<file path="config.mk">
export PLATFORM = sky130hd
export DESIGN_NAME = seq_dot2_mac
export DESIGN_NICKNAME = d
export VERILOG_FILES = /design/src/rtl/seq_dot2_mac_pkg.sv /design/src/rtl/seq_dot2_mac_shift_mul.sv /design/src/rtl/seq_dot2_mac.sv
export SDC_FILE = /design/constraint.sdc
export NUM_CORES = 1
export LEC_CHECK = 0
export CORE_ASPECT_RATIO = 0.9
export CORE_MARGIN = 2
export CORE_UTILIZATION = 53
export CTS_BUF_LIST = sky130_fd_sc_hd__clkbuf_4
export CTS_CLUSTER_DIAMETER = 150
export CTS_CLUSTER_SIZE = 24
export DETAILED_ROUTE_END_ITERATION = 10
export GPL_TIMING_DRIVEN = 0
export PLACE_DENSITY = 0.78
export SLEW_MARGIN = 30
export SYNTH_ARGS = -nofsm -noshare
export SYNTH_HDL_FRONTEND = slang
export SYNTH_SLANG_ARGS = --single-unit
</file>
<file path="constraint.sdc">
create_clock -name clk -period 3 [get_ports clk]
set_clock_uncertainty 0.15 [all_clocks]
set_input_delay 0.6 -clock clk [delete_from_list [all_inputs] [get_ports clk]]
set_output_delay 0.6 -clock clk [all_outputs]
set_load 0.01 [all_outputs]
</file>
<file path="src/rtl/seq_dot2_mac_pkg.sv">
// ============================================================
// seq_dot2_mac_pkg: shared types and sizing helpers for seq_dot2_mac
// Rev 1.0
// ============================================================
`default_nettype none

package seq_dot2_mac_pkg;

  typedef enum logic [1:0] {
    S_IDLE   = 2'd0,
    S_MUL_AB = 2'd1,
    S_MUL_CD = 2'd2,
    S_SUM    = 2'd3
  } state_t;

  localparam int DEF_W   = 4;
  localparam int LATENCY = 2 * DEF_W + 1;

  function automatic int default_rw(input int w);
    return 2 * w + 4;
  endfunction

  function automatic int mac_latency(input int w);
    return 2 * w + 1;
  endfunction

endpackage

`default_nettype wire

</file>
<file path="src/rtl/seq_dot2_mac_shift_mul.sv">
// ============================================================
// seq_shift_mul: W-bit iterative shift-add multiplier, one bit per step
// Rev 1.0
// ============================================================
`default_nettype none

module seq_shift_mul #(
  parameter int W = 4
) (
  input  logic           clk,
  input  logic           rst,
  input  logic           load,
  input  logic           step,
  input  logic [W-1:0]   mcand,
  input  logic [W-1:0]   mplier,
  output logic [2*W-1:0] product,
  output logic [2*W-1:0] product_nxt
);

  logic [2*W-1:0] mcand_q, mcand_d;
  logic [W-1:0]   mplier_q, mplier_d;
  logic [2*W-1:0] prod_q, prod_d;
  logic [2*W-1:0] partial;

  // product_nxt is the value the current step will produce, so the caller can
  // capture a finished product on the same edge that reloads the multiplier.
  always_comb begin
    partial     = mplier_q[0] ? mcand_q : '0;
    product_nxt = prod_q + partial;
    mcand_d     = mcand_q;
    mplier_d    = mplier_q;
    prod_d      = prod_q;
    if (load) begin
      mcand_d  = {{W{1'b0}}, mcand};
      mplier_d = mplier;
      prod_d   = '0;
    end else if (step) begin
      prod_d   = product_nxt;
      mcand_d  = mcand_q << 1;
      mplier_d = mplier_q >> 1;
    end
  end

  always_ff @(posedge clk or posedge rst) begin
    if (rst) begin
      mcand_q  <= '0;
      mplier_q <= '0;
      prod_q   <= '0;
    end else begin
      mcand_q  <= mcand_d;
      mplier_q <= mplier_d;
      prod_q   <= prod_d;
    end
  end

  assign product = prod_q;

endmodule

`default_nettype wire

</file>
<file path="src/rtl/seq_dot2_mac.sv">
// ============================================================
// seq_dot2_mac: (a*b)+(c*d) multiply-accumulate on one shared multiplier
// Rev 1.0
// ============================================================
`default_nettype none

module seq_dot2_mac
  import seq_dot2_mac_pkg::*;
#(
  parameter int W  = 4,
  parameter int RW = default_rw(W)
) (
  input  logic          clk,
  input  logic          rst,
  input  logic          start,
  input  logic          acc,
  input  logic          clr,
  input  logic [W-1:0]  a,
  input  logic [W-1:0]  b,
  input  logic [W-1:0]  c,
  input  logic [W-1:0]  d,
  output logic          busy,
  output logic          done,
  output logic [RW-1:0] result,
  output logic          ovf
);

  localparam int CW = (W > 2) ? $clog2(W) : 1;
  localparam int SW = 2 * W + 1;

  state_t          state_q, state_d;
  logic [CW-1:0]   cnt_q, cnt_d;
  logic [W-1:0]    opc_q, opc_d;
  logic [W-1:0]    opd_q, opd_d;
  logic            acc_op_q, acc_op_d;
  logic [2*W-1:0]  p_ab_q, p_ab_d;
  logic            busy_q, busy_d;
  logic            done_q, done_d;
  logic [RW-1:0]   result_q, result_d;
  logic            ovf_q, ovf_d;

  logic            mul_load;
  logic            mul_step;
  logic [W-1:0]    mul_mcand;
  logic [W-1:0]    mul_mplier;
  logic [2*W-1:0]  mul_product;
  logic [2*W-1:0]  mul_product_nxt;

  logic [SW-1:0]   pair_sum;
  logic [RW:0]     acc_total;
  logic            last_step;

  seq_shift_mul #(
    .W (W)
  ) u_mul (
    .clk         (clk),
    .rst         (rst),
    .load        (mul_load),
    .step        (mul_step),
    .mcand       (mul_mcand),
    .mplier      (mul_mplier),
    .product     (mul_product),
    .product_nxt (mul_product_nxt)
  );

  // In IDLE the multiplier is loaded straight from the ports; later reloads use the latched c/d.
  assign mul_mcand  = (state_q == S_IDLE) ? a : opc_q;
  assign mul_mplier = (state_q == S_IDLE) ? b : opd_q;
  assign last_step  = (cnt_q == CW'(W - 1));

  always_comb begin
    state_d  = state_q;
    cnt_d    = cnt_q;
    opc_d    = opc_q;
    opd_d    = opd_q;
    acc_op_d = acc_op_q;
    p_ab_d   = p_ab_q;
    busy_d   = busy_q;
    done_d   = 1'b0;
    result_d = result_q;
    ovf_d    = ovf_q;
    mul_load = 1'b0;
    mul_step = 1'b0;

    pair_sum  = SW'(p_ab_q) + SW'(mul_product);
    acc_total = (RW+1)'(pair_sum) + (acc_op_q ? {1'b0, result_q} : '0);

    case (state_q)
      S_IDLE: begin
        if (clr) begin
          result_d = '0;
          ovf_d    = 1'b0;
        end else if (start) begin
          opc_d    = c;
          opd_d    = d;
          acc_op_d = acc;
          mul_load = 1'b1;
          cnt_d    = '0;
          busy_d   = 1'b1;
          state_d  = S_MUL_AB;
        end
      end
      S_MUL_AB: begin
        mul_step = 1'b1;
        if (last_step) begin
          p_ab_d   = mul_product_nxt;
          mul_load = 1'b1;
          cnt_d    = '0;
          state_d  = S_MUL_CD;
        end else begin
          cnt_d = cnt_q + 1'b1;
        end
      end
      S_MUL_CD: begin
        mul_step = 1'b1;
        if (last_step) begin
          cnt_d   = '0;
          state_d = S_SUM;
        end else begin
          cnt_d = cnt_q + 1'b1;
        end
      end
      S_SUM: begin
        result_d = acc_total[RW-1:0];
        ovf_d    = ovf_q | acc_total[RW];
        done_d   = 1'b1;
        busy_d   = 1'b0;
        state_d  = S_IDLE;
      end
      default: begin
        busy_d  = 1'b0;
        state_d = S_IDLE;
      end
    endcase
  end

  always_ff @(posedge clk or posedge rst) begin
    if (rst) begin
      state_q  <= S_IDLE;
      cnt_q    <= '0;
      opc_q    <= '0;
      opd_q    <= '0;
      acc_op_q <= 1'b0;
      p_ab_q   <= '0;
      busy_q   <= 1'b0;
      done_q   <= 1'b0;
      result_q <= '0;
      ovf_q    <= 1'b0;
    end else begin
      state_q  <= state_d;
      cnt_q    <= cnt_d;
      opc_q    <= opc_d;
      opd_q    <= opd_d;
      acc_op_q <= acc_op_d;
      p_ab_q   <= p_ab_d;
      busy_q   <= busy_d;
      done_q   <= done_d;
      result_q <= result_d;
      ovf_q    <= ovf_d;
    end
  end

  assign busy   = busy_q;
  assign done   = done_q;
  assign result = result_q;
  assign ovf    = ovf_q;

endmodule

`default_nettype wire

</file>
==> metrics.cfg <==
[route]
vias_per_cell = 5.61
vias = 2687
routed_wl_um = 7220
postRouteAntennaNets = 0
dr.pass1.iters = 4
first_iter_violations = 217
drc = 0
wl_per_cell_um = 15.1

[yosys]
synth.top_cells.by_area = dfrtp_1 40%, ha_1 7.2%, fa_1 5.7%, mux2i_1 5.2%, mux2_2 4.2%
synth_top_area_cell = dfrtp_1
synth_top_area_share_pct = 40.1
yosysMostFrequentCell = dfrtp_1
seq_area_frac_synth_pct = 40.1
syn-num-nets = 395
synth_common_cells = 56 x dfrtp_1, 36 x nand2_1, 20 x ha_1
synth_enable_flop_cells = 0
async_reset_ff_share_pct = 100
synth_cell_types = 51
syn_area_sq_um = 3490
syn_inst = 344
synth_ff_type = dfrtp_1
synth_area_per_cell_sq_um = 10.2
yosysWarningCount = 0
ys_ff_latch = 56

[floorplanning]
die_x_um = 89.6
initial_core_util_pct = 53.9
fp.dieH_um = 81.0
dieArea_sq_um = 7260
rows = 28
io_pins = 36
coreArea_sq_um = 6480

[place]
place_inst = 470
io_buffers = 35
dpl.hpwl_um = 5410
place.gp.congestion = 0.937
place_area_sq_um = 3990
post-place-ws_ns = -0.192

[clock_network]
cts.sinks = 56
htree_levels = 2
cts_tree = yes
hold_buffers = 0
root_buffer = clkbuf_4
ctsLongestPathBuffers = 2
clk_pin_slew_ns = 0.17
cts_buffers = 5
clock_latency_ns = 0.39

[global_routing]
grt-ovfl-total = 0
gr-usage-all-layers_pct = 21.3
grt_pass1_vias = 2660
grt.met2_usage_pct = 35.1
busiest_layer = met2
grt_max_degree = 46
use_met3_pct = 3.05
grt_use_met1_pct = 30.1
antenna_found_initial = 0
grt_pass1_wl_um = 12100

[sta]
fin_crit_sh_pct = 95.8
fin_crit_ns = 2.88
fmax_ghz = 0.348
setup_tns_ns = 0
setup_viol = 0
worst_pin_slew_ns = 0.846
timing.final.ws_setup_ns = 0.125
hold_violations = 0
relSlewSlack_pct = 42.0
rsz0062_at_grt = no
slew_violations = 0

[final_layout]
final_cells = 479
final_area_sq_um = 4090
num_antenna_cells = 0
layout.nets = 439
postLayoutCoreUtil_pct = 63.1
area_delta_synth_final_pct = 17.0
final_layout_size_suffix_gt1_share_pct = 11.8
fillers = 537

[critical_path]
endpoint_kind = flip-flop
worst_ep_arrival_time_ns = 3.04
worstPathRequired_ns = 3.17
rrSetupSlack_ns = 0.12
worstSetupPathType = flip-flop to flip-flop
cp-start-kind = flip-flop
critPathMaxFanout = 7

[flow_run]
maxCapViolations = 0

[pwr]
ir_drop_mv = 0.595
clkPwrFrac_pct = 10.1
leakage_nw = 1.89
power.switching_mw = 1.80
powerDensity_nw_per_um2 = 1010
p_comb_share_pct = 58.3
switching_share_pct = 43.4
intPower_mw = 2.34
seq_power_share_pct = 31.6

[worst_hold_path]
hold_class = primary input to asynchronous set/reset pin

[run_status]
outcome = completed

==> cells by family after synthesis <==
kind of cell    synth area share (%)
flops                           40.1
buf+inv                         3.58
simple gates                    15.5
compound gates                  15.9
xor+xnor                        2.69
mux                             9.35
fa+ha+maj                       12.9
==> placed cells by master (no fill, tap or decap), drive strengths merged, types with 13 or more instances in the layout <==
cell and instances:
dfrtp 56, nor2 15, nand2 36, mux2 13, o21ai 20, a21oi 18
and2 18, ha 20, clkdlybuf4s50 35, inv 15, mux2i 18
==> per-stage QoR <==
stage	hold WS, ns	power (mW)
6_report	0.299	4.14
5_1_grt	0.308	4.52
4_1_cts	0.300	4.13
3_5_place_dp	0.335	3.69
3_3_place_gp	0.329	3.58
2_1_floorplan	0.319	3.07
==> per-layer routing <==
| layer | routed length, um | vias to the layer above |
|---|---|---|
| li1 | - | 1314 |
| met1 | 3440 | 1323 |
| met2 | 3460 | 45 |
| met3 | 275 | 5 |
| met4 | 51 | 0 |
| met5 | 0 | - |
==> worst max-delay path, stage by stage, from the launching register on <==
cell and delay [ns]:
dfrtp_2 0.49, buf_2 0.18, and2_1 0.17, fa_1 0.44
ha_1 0.29, buf_2 0.18, o21a_1 0.12, o21a_2 0.11
o22ai_2 0.09, or4_1 0.51, nand3_1 0.09
==> what timing repair did <==
item                                    CTS  global route
setup buffers                             1             1
cloned                                    0             0
gates resized for setup                   1             5
pin swaps                                 1             2
endpoints found under the setup margin    5             4
==> path summary, 6_finish.rpt <==
kind,end,from,cells after the start
worst max register to register,result[11],acc_op_q,10
max in group asynchronous,p_ab_q[6],rst,3
min in group clk,opd_q[2],opd_q[2],1
worst min register to register,opd_q[2],opd_q[2],1
worst min-delay path,result[8],rst,2
worst max-delay path,result[11],acc_op_q,10
==> cell type report <==
class	count	area, sq um	area share, %
repair buffers	38	390	9.55
well taps	90	113	2.75
multi-input cells	258	1980	48.4
flip-flops and latches	56	1400	34.3
plain buffers	14	65.1	1.59
inverters	15	58.8	1.44
clock inverters	2	35.0	0.857
clock buffers	6	45.0	1.10
==> power groups by stage <==
| stage | Clock [mW] | Sequential [mW] | Combinational (mW) |
|---|---|---|---|
| floorplan | 0 | 1.28 | 1.78 |
| global placement | 0 | 1.31 | 2.27 |
| detailed placement | 0 | 1.32 | 2.37 |
| CTS | 0.432 | 1.30 | 2.40 |
| global route | 0.462 | 1.35 | 2.71 |
| finish | 0.417 | 1.31 | 2.42 |
==> registers in the layout, indices dropped and copies added (netlist names) <==
register,flops
done,1
result,12
u_mul.mcand_q,8
busy,1
cnt_q,2
opd_q,4
ovf,1
u_mul.product,8
p_ab_q,8
u_mul.mplier_q,4
opc_q,4
state_q,2
acc_op_q,1
Note: power is estimated with default switching activity, not from simulation.
